$ cat src/rtl/step_ctrl_pkg.sv
// Shared constants for the step controller: FSM state encoding and default timing.
package step_ctrl_pkg;

  localparam int CNT_W = 23;

  localparam logic [CNT_W-1:0] HOLD_CYCLES_DEFAULT   = 23'd2500000;
  localparam logic [CNT_W-1:0] REPEAT_CYCLES_DEFAULT = 23'd1000000;

  typedef enum logic [1:0] {
    IDLE   = 2'd0,
    HOLD   = 2'd1,
    REPEAT = 2'd2
  } state_e;

endpackage

$ cat src/rtl/rise_detect.sv
// Rising-edge detector; the history register resets to 1 so a level already
// high when reset releases is not treated as a fresh press.
module rise_detect (
  input  logic clk,
  input  logic reset,
  input  logic in,
  output logic rise
);

  logic prev_q;

  always_ff @(posedge clk) begin
    if (reset) prev_q <= 1'b1;
    else       prev_q <= in;
  end

  assign rise = in & ~prev_q;

endmodule

$ cat src/rtl/step_ctrl.sv
// Single-step / auto-repeat / free-run clock-enable generator for a processor,
// driven by a debounced step button and a run/step switch.
module step_ctrl
  import step_ctrl_pkg::*;
#(
  parameter logic [CNT_W-1:0] HOLD_CYCLES   = HOLD_CYCLES_DEFAULT,
  parameter logic [CNT_W-1:0] REPEAT_CYCLES = REPEAT_CYCLES_DEFAULT
) (
  input  logic        clk,
  input  logic        reset,
  input  logic        btn,
  input  logic        run_mode,
  output logic        step_en,
  output logic [15:0] step_count
);

  state_e             state_q, state_d;
  logic [CNT_W-1:0]   cnt_q, cnt_d;
  logic               step_en_q, step_en_d;
  logic [15:0]        step_count_q, step_count_d;
  logic               btn_rise;

  rise_detect u_rise (
    .clk   (clk),
    .reset (reset),
    .in    (btn),
    .rise  (btn_rise)
  );

  always_ff @(posedge clk) begin
    if (reset) begin
      state_q      <= IDLE;
      cnt_q        <= '0;
      step_en_q    <= 1'b0;
      step_count_q <= 16'h0000;
    end else begin
      state_q      <= state_d;
      cnt_q        <= cnt_d;
      step_en_q    <= step_en_d;
      step_count_q <= step_count_d;
    end
  end

  // Free run overrides the step FSM entirely and parks it in IDLE.
  always_comb begin
    state_d   = state_q;
    cnt_d     = cnt_q;
    step_en_d = 1'b0;
    if (run_mode) begin
      state_d   = IDLE;
      cnt_d     = '0;
      step_en_d = 1'b1;
    end else begin
      case (state_q)
        IDLE: begin
          if (btn_rise) begin
            step_en_d = 1'b1;
            state_d   = HOLD;
            cnt_d     = '0;
          end
        end
        HOLD: begin
          if (!btn) begin
            state_d = IDLE;
            cnt_d   = '0;
          end else if (cnt_q == HOLD_CYCLES - 23'd1) begin
            step_en_d = 1'b1;
            state_d   = REPEAT;
            cnt_d     = '0;
          end else begin
            cnt_d = cnt_q + 23'd1;
          end
        end
        REPEAT: begin
          if (!btn) begin
            state_d = IDLE;
            cnt_d   = '0;
          end else if (cnt_q == REPEAT_CYCLES - 23'd1) begin
            step_en_d = 1'b1;
            cnt_d     = '0;
          end else begin
            cnt_d = cnt_q + 23'd1;
          end
        end
        default: begin
          state_d = IDLE;
          cnt_d   = '0;
        end
      endcase
    end
  end

  // Counts every cycle step_en is high, including the one being registered now.
  always_comb begin
    step_count_d = step_count_q;
    if (step_en_d) step_count_d = step_count_q + 16'd1;
  end

  assign step_en    = step_en_q;
  assign step_count = step_count_q;

endmodule
$ cat config.mk
export PLATFORM = sky130hd
export DESIGN_NAME = step_ctrl
export DESIGN_NICKNAME = d
export VERILOG_FILES = /design/src/rtl/step_ctrl_pkg.sv /design/src/rtl/rise_detect.sv /design/src/rtl/step_ctrl.sv
export SDC_FILE = /design/constraint.sdc
export NUM_CORES = 1
export LEC_CHECK = 0
export BUFFER_PORTS_ARGS = -buffer_cell sky130_fd_sc_hd__buf_2
export CORE_MARGIN = 5
export CORE_UTILIZATION = 53
export DETAILED_ROUTE_END_ITERATION = 7
export PLACE_DENSITY = 0.75
export SYNTH_ARGS = -nofsm -noshare
export SYNTH_HDL_FRONTEND = slang
export SYNTH_SLANG_ARGS = --single-unit
$ cat constraint.sdc
create_clock -name clk -period 2.05 [get_ports clk]
set_input_delay 0.1025 -clock clk [delete_from_list [all_inputs] [get_ports clk]]
set_output_delay 0.1025 -clock clk [all_outputs]
set_load 0.01 [all_outputs]
==> results.toml, run 1 <==
[sta]
fin_skew_ns = 0.00691
hold_ws_ns = 0.0883
maxSlewHeadroom_pct = 68.7
fin_ws_ns = -0.0410
hold_violations = 0
min_period_over_period_pct = 102
worst_slew_pin_slew_ns = 0.470
setup_viol = 6
final.min_clock_period_ns = 2.09
timing.fmax_mhz = 478
slew_viol_final = 0
rsz0062_at_grt = "true"

[run_status]
status = "finished with violations"
violations = "negative setup slack"

[floorplanning]
start_util_pct = 54.5
row_count = 23
die_area_mm2 = 0.00549
die_h_um = 74.1
dieWidth_um = 74.1
ios = 21
core_area_mm2 = 0.00400

[setup_path]
worstSetupStartpoint = "cnt_q[14]"
crit_top_cell = "nor4_4"
cp_num_cells = 6
critPathKind = "register to register"
crit_path_end_kind = "register"
path_max_fanout = 7
crit_required_ns = 2.24
slowest_delay_ns = 0.55
cp.arrival_ns = 2.28
critPathSlowestCell = "or4b_4"
crit_end = "step_count[12]"
start_kind = "register"
r2r_end = "step_count[12]"
critPathTopFamily = "simple AND/OR/NAND/NOR gates"
worstPathCellList = "or4b_4 > nor4_4 > a221o_2 > nand2_4 > nor4_4 > mux2_4"
reg2regPathDepth = 6
rr_startpoint = "cnt_q[14]"
path_buf_inv = 0
rrSetupSlack_ns = -0.04

[layout]
final_nets = 322
area_growth_pct = 31.8
fillers = 303
drive_gt1_share_pct = 33.2
finalNonFillerCells = 363
num_antenna_cells = 0
fin_area_mm2 = 0.00287

[synthesis]
synth_cells = 254
syn_area_per_cell_um2 = 8.58
synth_ff_type = "dfxtp_1"
synth_area_leaders = "dfxtp_1 40%, xnor2_1 7.6%, nor2_1 7.6%, xor2_1 4.0%, ha_1 3.4%"
synth_edf_count = 0
synth-seq-cells = 43
synth_cell_types = 41
ys_seq_area_share_pct = 39.5
synth_top_cell_by_area = "dfxtp_1"
synth_top_area_share_pct = 39.5
yosysMostFrequentCell = "nor2_1"
synthesis.nets = 264
ys_top_cells_by_count = "44 x nor2_1, 43 x dfxtp_1, 20 x nand2_1"
ys_warn_count = 0
synth_area_mm2 = 0.00218
synth-async-reset-ratio_pct = 0

[clock_tree]
postCtsHoldBufs = 0
clkTransAtPathRegs_ns = 0.08
cts_tree = "done"
clock_sinks = 43
cts_made_buffers = 5
htreeDepth = 2
cts_buffer_depth = 2
insertion_delay_ns = 0.30
cts_root_buffer = "clkbuf_8"

[global_route]
grt_remaining_overflow = 0
track_usage_pct = 18.6
grt_pass1_vias = 1794
grt_pass1_wl_um = 8040
grt_max_degree = 26
antenna_found_initial = 0

[placement]
dp_hpwl_um = 3400
placed_area_mm2 = 0.00255
portBuffers = 20
numPlacedInstances = 347
gp_congestion = 0.881

[flow_run]
cap_violations = 0

[routing]
route.detailed.drc = 0
final_antenna_net_count = 0
vias_per_cell = 5.53
vias = 2007
wire_per_inst_um = 14.3
drt_iter0_drc = 177
firstDrtPassIters = 4
wl_um = 5210

[power_and_ir_drop]
irDropWorstVdd_uv = 367
p_leak_nw = 1.12
powerDensity_mw_per_mm2 = 569

[min_path]
hold_class = "input port to register"
hold_depth = 2
-- kinds of logic after synthesis --
logic type      count (synthesis)  synth area share (%)
compound gates                 21                  6.55
xor+xnor                       29                  11.7
fa+ha+maj                       6                  3.45
buf+inv                        14                  2.87
flops                          43                  39.5
mux                             7                  3.45
simple gates                  134                  32.5
-- per-layer routing --
| layer | track usage [%] | vias to the layer above | part of all wire [%] |
|---|---|---|---|
| met5 | 0 | - | 0 |
| met4 | 8.25 | 0 | 1.6 |
| met3 | 3.78 | 9 | 3.7 |
| met2 | 28.6 | 44 | 48 |
| met1 | 25.2 | 951 | 46 |
| li1 | - | 1003 | - |
-- layout by cell type, fill, tap and decap left out, drive strengths merged, types with 2 or more instances in the layout --
| cell | count |
|---|---|
| buf | 57 |
| nor2 | 44 |
| dfxtp | 43 |
| nand2 | 21 |
| xnor2 | 19 |
| nand3 | 15 |
| xor2 | 10 |
| nor3 | 8 |
| nor4 | 8 |
| inv | 7 |
| a21oi | 7 |
| nor2b | 6 |
| clkbuf | 6 |
| o21ai | 6 |
| ha | 6 |
| and3 | 5 |
| and4 | 5 |
| nand4 | 4 |
| mux2 | 4 |
| or3 | 4 |
| mux2i | 3 |
| or2 | 2 |
| nand2b | 2 |
| nand4b | 2 |
| and2 | 2 |
| nor4b | 2 |
| clkinv | 2 |
-- power breakdown --
group / total, mW / internal [mW] / switching (mW) / leakage (nW)
combinational: 0.118 / 0.0524 / 0.0651 / 0.707
clock: 0.663 / 0.363 / 0.300 / 0.0581
sequential: 0.852 / 0.844 / 0.00831 / 0.350
total: 1.63 / 1.26 / 0.374 / 1.12
-- repair_timing --
item | 4_1_cts | 5_1_grt
gates resized for setup | 13 | 19
buffers inserted | 3 | 4
endpoints found under the hold margin | 0 | 0
cloned | 0 | 1
pin swaps | 3 | 3
endpoints found under the setup margin | 38 | 38
-- stage by stage --
step	util, %	setup TNS [ns]	total power [mW]	setup WS, ns
4_1_cts	68.2	-0.0436	1.63	-0.0395
2_1_floorplan	-	0	0.928	0.0132
6_report	71.8	-0.114	1.63	-0.0410
5_1_grt	71.8	-1.48	1.69	-0.114
3_5_place_dp	63.9	-1.86	0.965	-0.101
3_3_place_gp	63.9	-0.306	0.963	-0.0564
-- worst min path at each step --
stage,start,endpoint,slack [ns]
2_1_floorplan,run_mode,state_q[0],0.18
3_3_place_gp,run_mode,state_q[0],0.38
3_5_place_dp,run_mode,state_q[0],0.38
4_1_cts,run_mode,state_q[0],0.06
5_1_grt,run_mode,state_q[0],0.1
6_report,run_mode,state_q[0],0.09
-- registers in the layout, summed over array words and instances, names as in the netlist --
signal and flops:
step_en 1, state_q 2, step_count 16, u_rise.prev_q 1
cnt_q 23
-- final cells by class --
class | count | area [µm²] | area share (%)
Clock inverter | 3 | 43.8 | 1.53
Tap cell | 50 | 62.6 | 2.18
Sequential cell | 43 | 868 | 30.3
Clock buffer | 5 | 68.8 | 2.40
Timing Repair Buffer | 58 | 423 | 14.7
Multi-Input combinational cell | 197 | 1380 | 48.0
Inverter | 7 | 26.3 | 0.915
Note: power is estimated with default switching activity, not from simulation.
==> inputs of run 2 (changes only) <==
Clock period 2.05 ns to 1.8 ns, I/O delays scaled along.
==> results.toml, run 2 (synthesis gave the netlist of run 1 again) <==
[routing]
final_antenna_net_count = 0
vias_per_cell = 5.40
route.detailed.drc = 0
vias = 2063
wl_um = 5480
firstDrtPassIters = 4
wire_per_inst_um = 14.3
drt_iter0_drc = 143

[sta]
maxSlewHeadroom_pct = 69.3
rsz0062_at_grt = "true"
worst_slew_pin_slew_ns = 0.461
hold_ws_ns = 0.0838
fin_skew_ns = 0.0100
final.min_clock_period_ns = 2.02
hold_violations = 0
fin_ws_ns = -0.221
timing.fmax_mhz = 495
slew_viol_final = 0
setup_viol = 41
min_period_over_period_pct = 112

[floorplanning]
ios = 21
core_area_mm2 = 0.00400
dieWidth_um = 74.1
start_util_pct = 54.5
die_h_um = 74.1
die_area_mm2 = 0.00549
row_count = 23

[clock_tree]
cts_tree = "done"
cts_root_buffer = "clkbuf_8"
clkTransAtPathRegs_ns = 0.08
cts_made_buffers = 5
postCtsHoldBufs = 0
cts_buffer_depth = 2
clock_sinks = 43
insertion_delay_ns = 0.30
htreeDepth = 2

[global_route]
grt_pass1_vias = 1958
antenna_found_initial = 0
grt_remaining_overflow = 0
grt_pass1_wl_um = 8490
track_usage_pct = 19.8
grt_max_degree = 26

[setup_path]
path_buf_inv = 0
critPathSlowestCell = "or4b_4"
critPathTopFamily = "simple AND/OR/NAND/NOR gates"
cp.arrival_ns = 2.22
critPathKind = "register to register"
worstPathCellList = "or4b_4 > nor4_4 > a221o_2 > nand2_4 > nor4_4 > mux2_4"
slowest_delay_ns = 0.55
start_kind = "register"
path_max_fanout = 6
crit_required_ns = 1.99
crit_path_end_kind = "register"
crit_top_cell = "nor4_4"

[power_and_ir_drop]
total_power_mw = 2.00
irDropWorstVdd_uv = 551
powerDensity_mw_per_mm2 = 651
p_leak_nw = 1.22

[placement]
pre_cts_slack_ns = -0.282
dp_hpwl_um = 3890
gp_congestion = 0.867
portBuffers = 20

[layout]
drive_gt1_share_pct = 38.9
final_common_cell = "buf_4"
largest_reg_flops = 23
area_growth_pct = 40.9
num_antenna_cells = 0
largest-register = "cnt_q"
layout_common_cells = "52 x buf_4, 44 x nor2_1, 37 x dfxtp_1"
final_nets = 341

[flow_run]
cap_violations = 0

[run_status]
violations = "negative setup slack"
status = "finished with violations"

[min_path]
hold_class = "input port to register"
[run 2: worst paths after layout]
path,startpoint,slack [ns],depth (start not counted),end
worst min register to register,cnt_q[18],0.52,2,cnt_q[18]
worst max-delay path,cnt_q[14],-0.22,6,step_count[12]
worst max register to register,cnt_q[14],-0.22,6,step_count[12]
worst min-delay path,run_mode,0.08,2,state_q[0]
[run 2: area by class of cell]
class,instances,area (µm²)
clock inverters,2,60.1
fillers,260,931
repair buffers,76,553
flip-flops and latches,43,868
multi-input cells,198,1430
well taps,50,62.6
clock buffers,6,72.6
inverters,7,26.3
[run 2: per-layer routing]
metal | vias up | share of wire [%] | global-route usage (%)
met1 | 978 | 43 | 23.0
met4 | 0 | 1.5 | 7.44
met5 | - | 0 | 0
li1 | 1036 | - | -
met3 | 9 | 3.4 | 4.19
met2 | 40 | 52 | 35.6
[run 2: worst reg2reg max path, delay by kind of cell (launching register included)]
| family | cells | cell delay (ns) |
|---|---|---|
| AO/OA/AOI/OAI | 1 | 0.26 |
| flip-flops | 1 | 0.33 |
| AND/OR/NAND/NOR | 4 | 1.01 |
| multiplexers | 1 | 0.32 |
[run 2: power by group]
| part | switching, mW | leakage [nW] | internal (mW) |
|---|---|---|---|
| logic | 0.0781 | 0.802 | 0.0624 |
| clock network | 0.332 | 0.0654 | 0.555 |
| registers | 0.00954 | 0.350 | 0.961 |
[run 2: what timing repair did]
action	CTS	global route
hold endpoints to repair	0	0
gates cloned	1	0
setup buffers	1	3
pin swaps	2	6
setup endpoints to repair	42	42
gates resized for setup	4	28
[run 2: through the flow]
step	instance area (µm²)	setup TNS (ns)	util, %	cells
5_1_grt	3070	-10.50	76.7	382
3_3_place_gp	2750	-3.51	68.8	369
2_1_floorplan	2220	-2.26	-	254
4_1_cts	2920	-5.23	73.0	379
6_report	3070	-6.91	76.7	382
3_5_place_dp	2750	-6.13	68.8	369
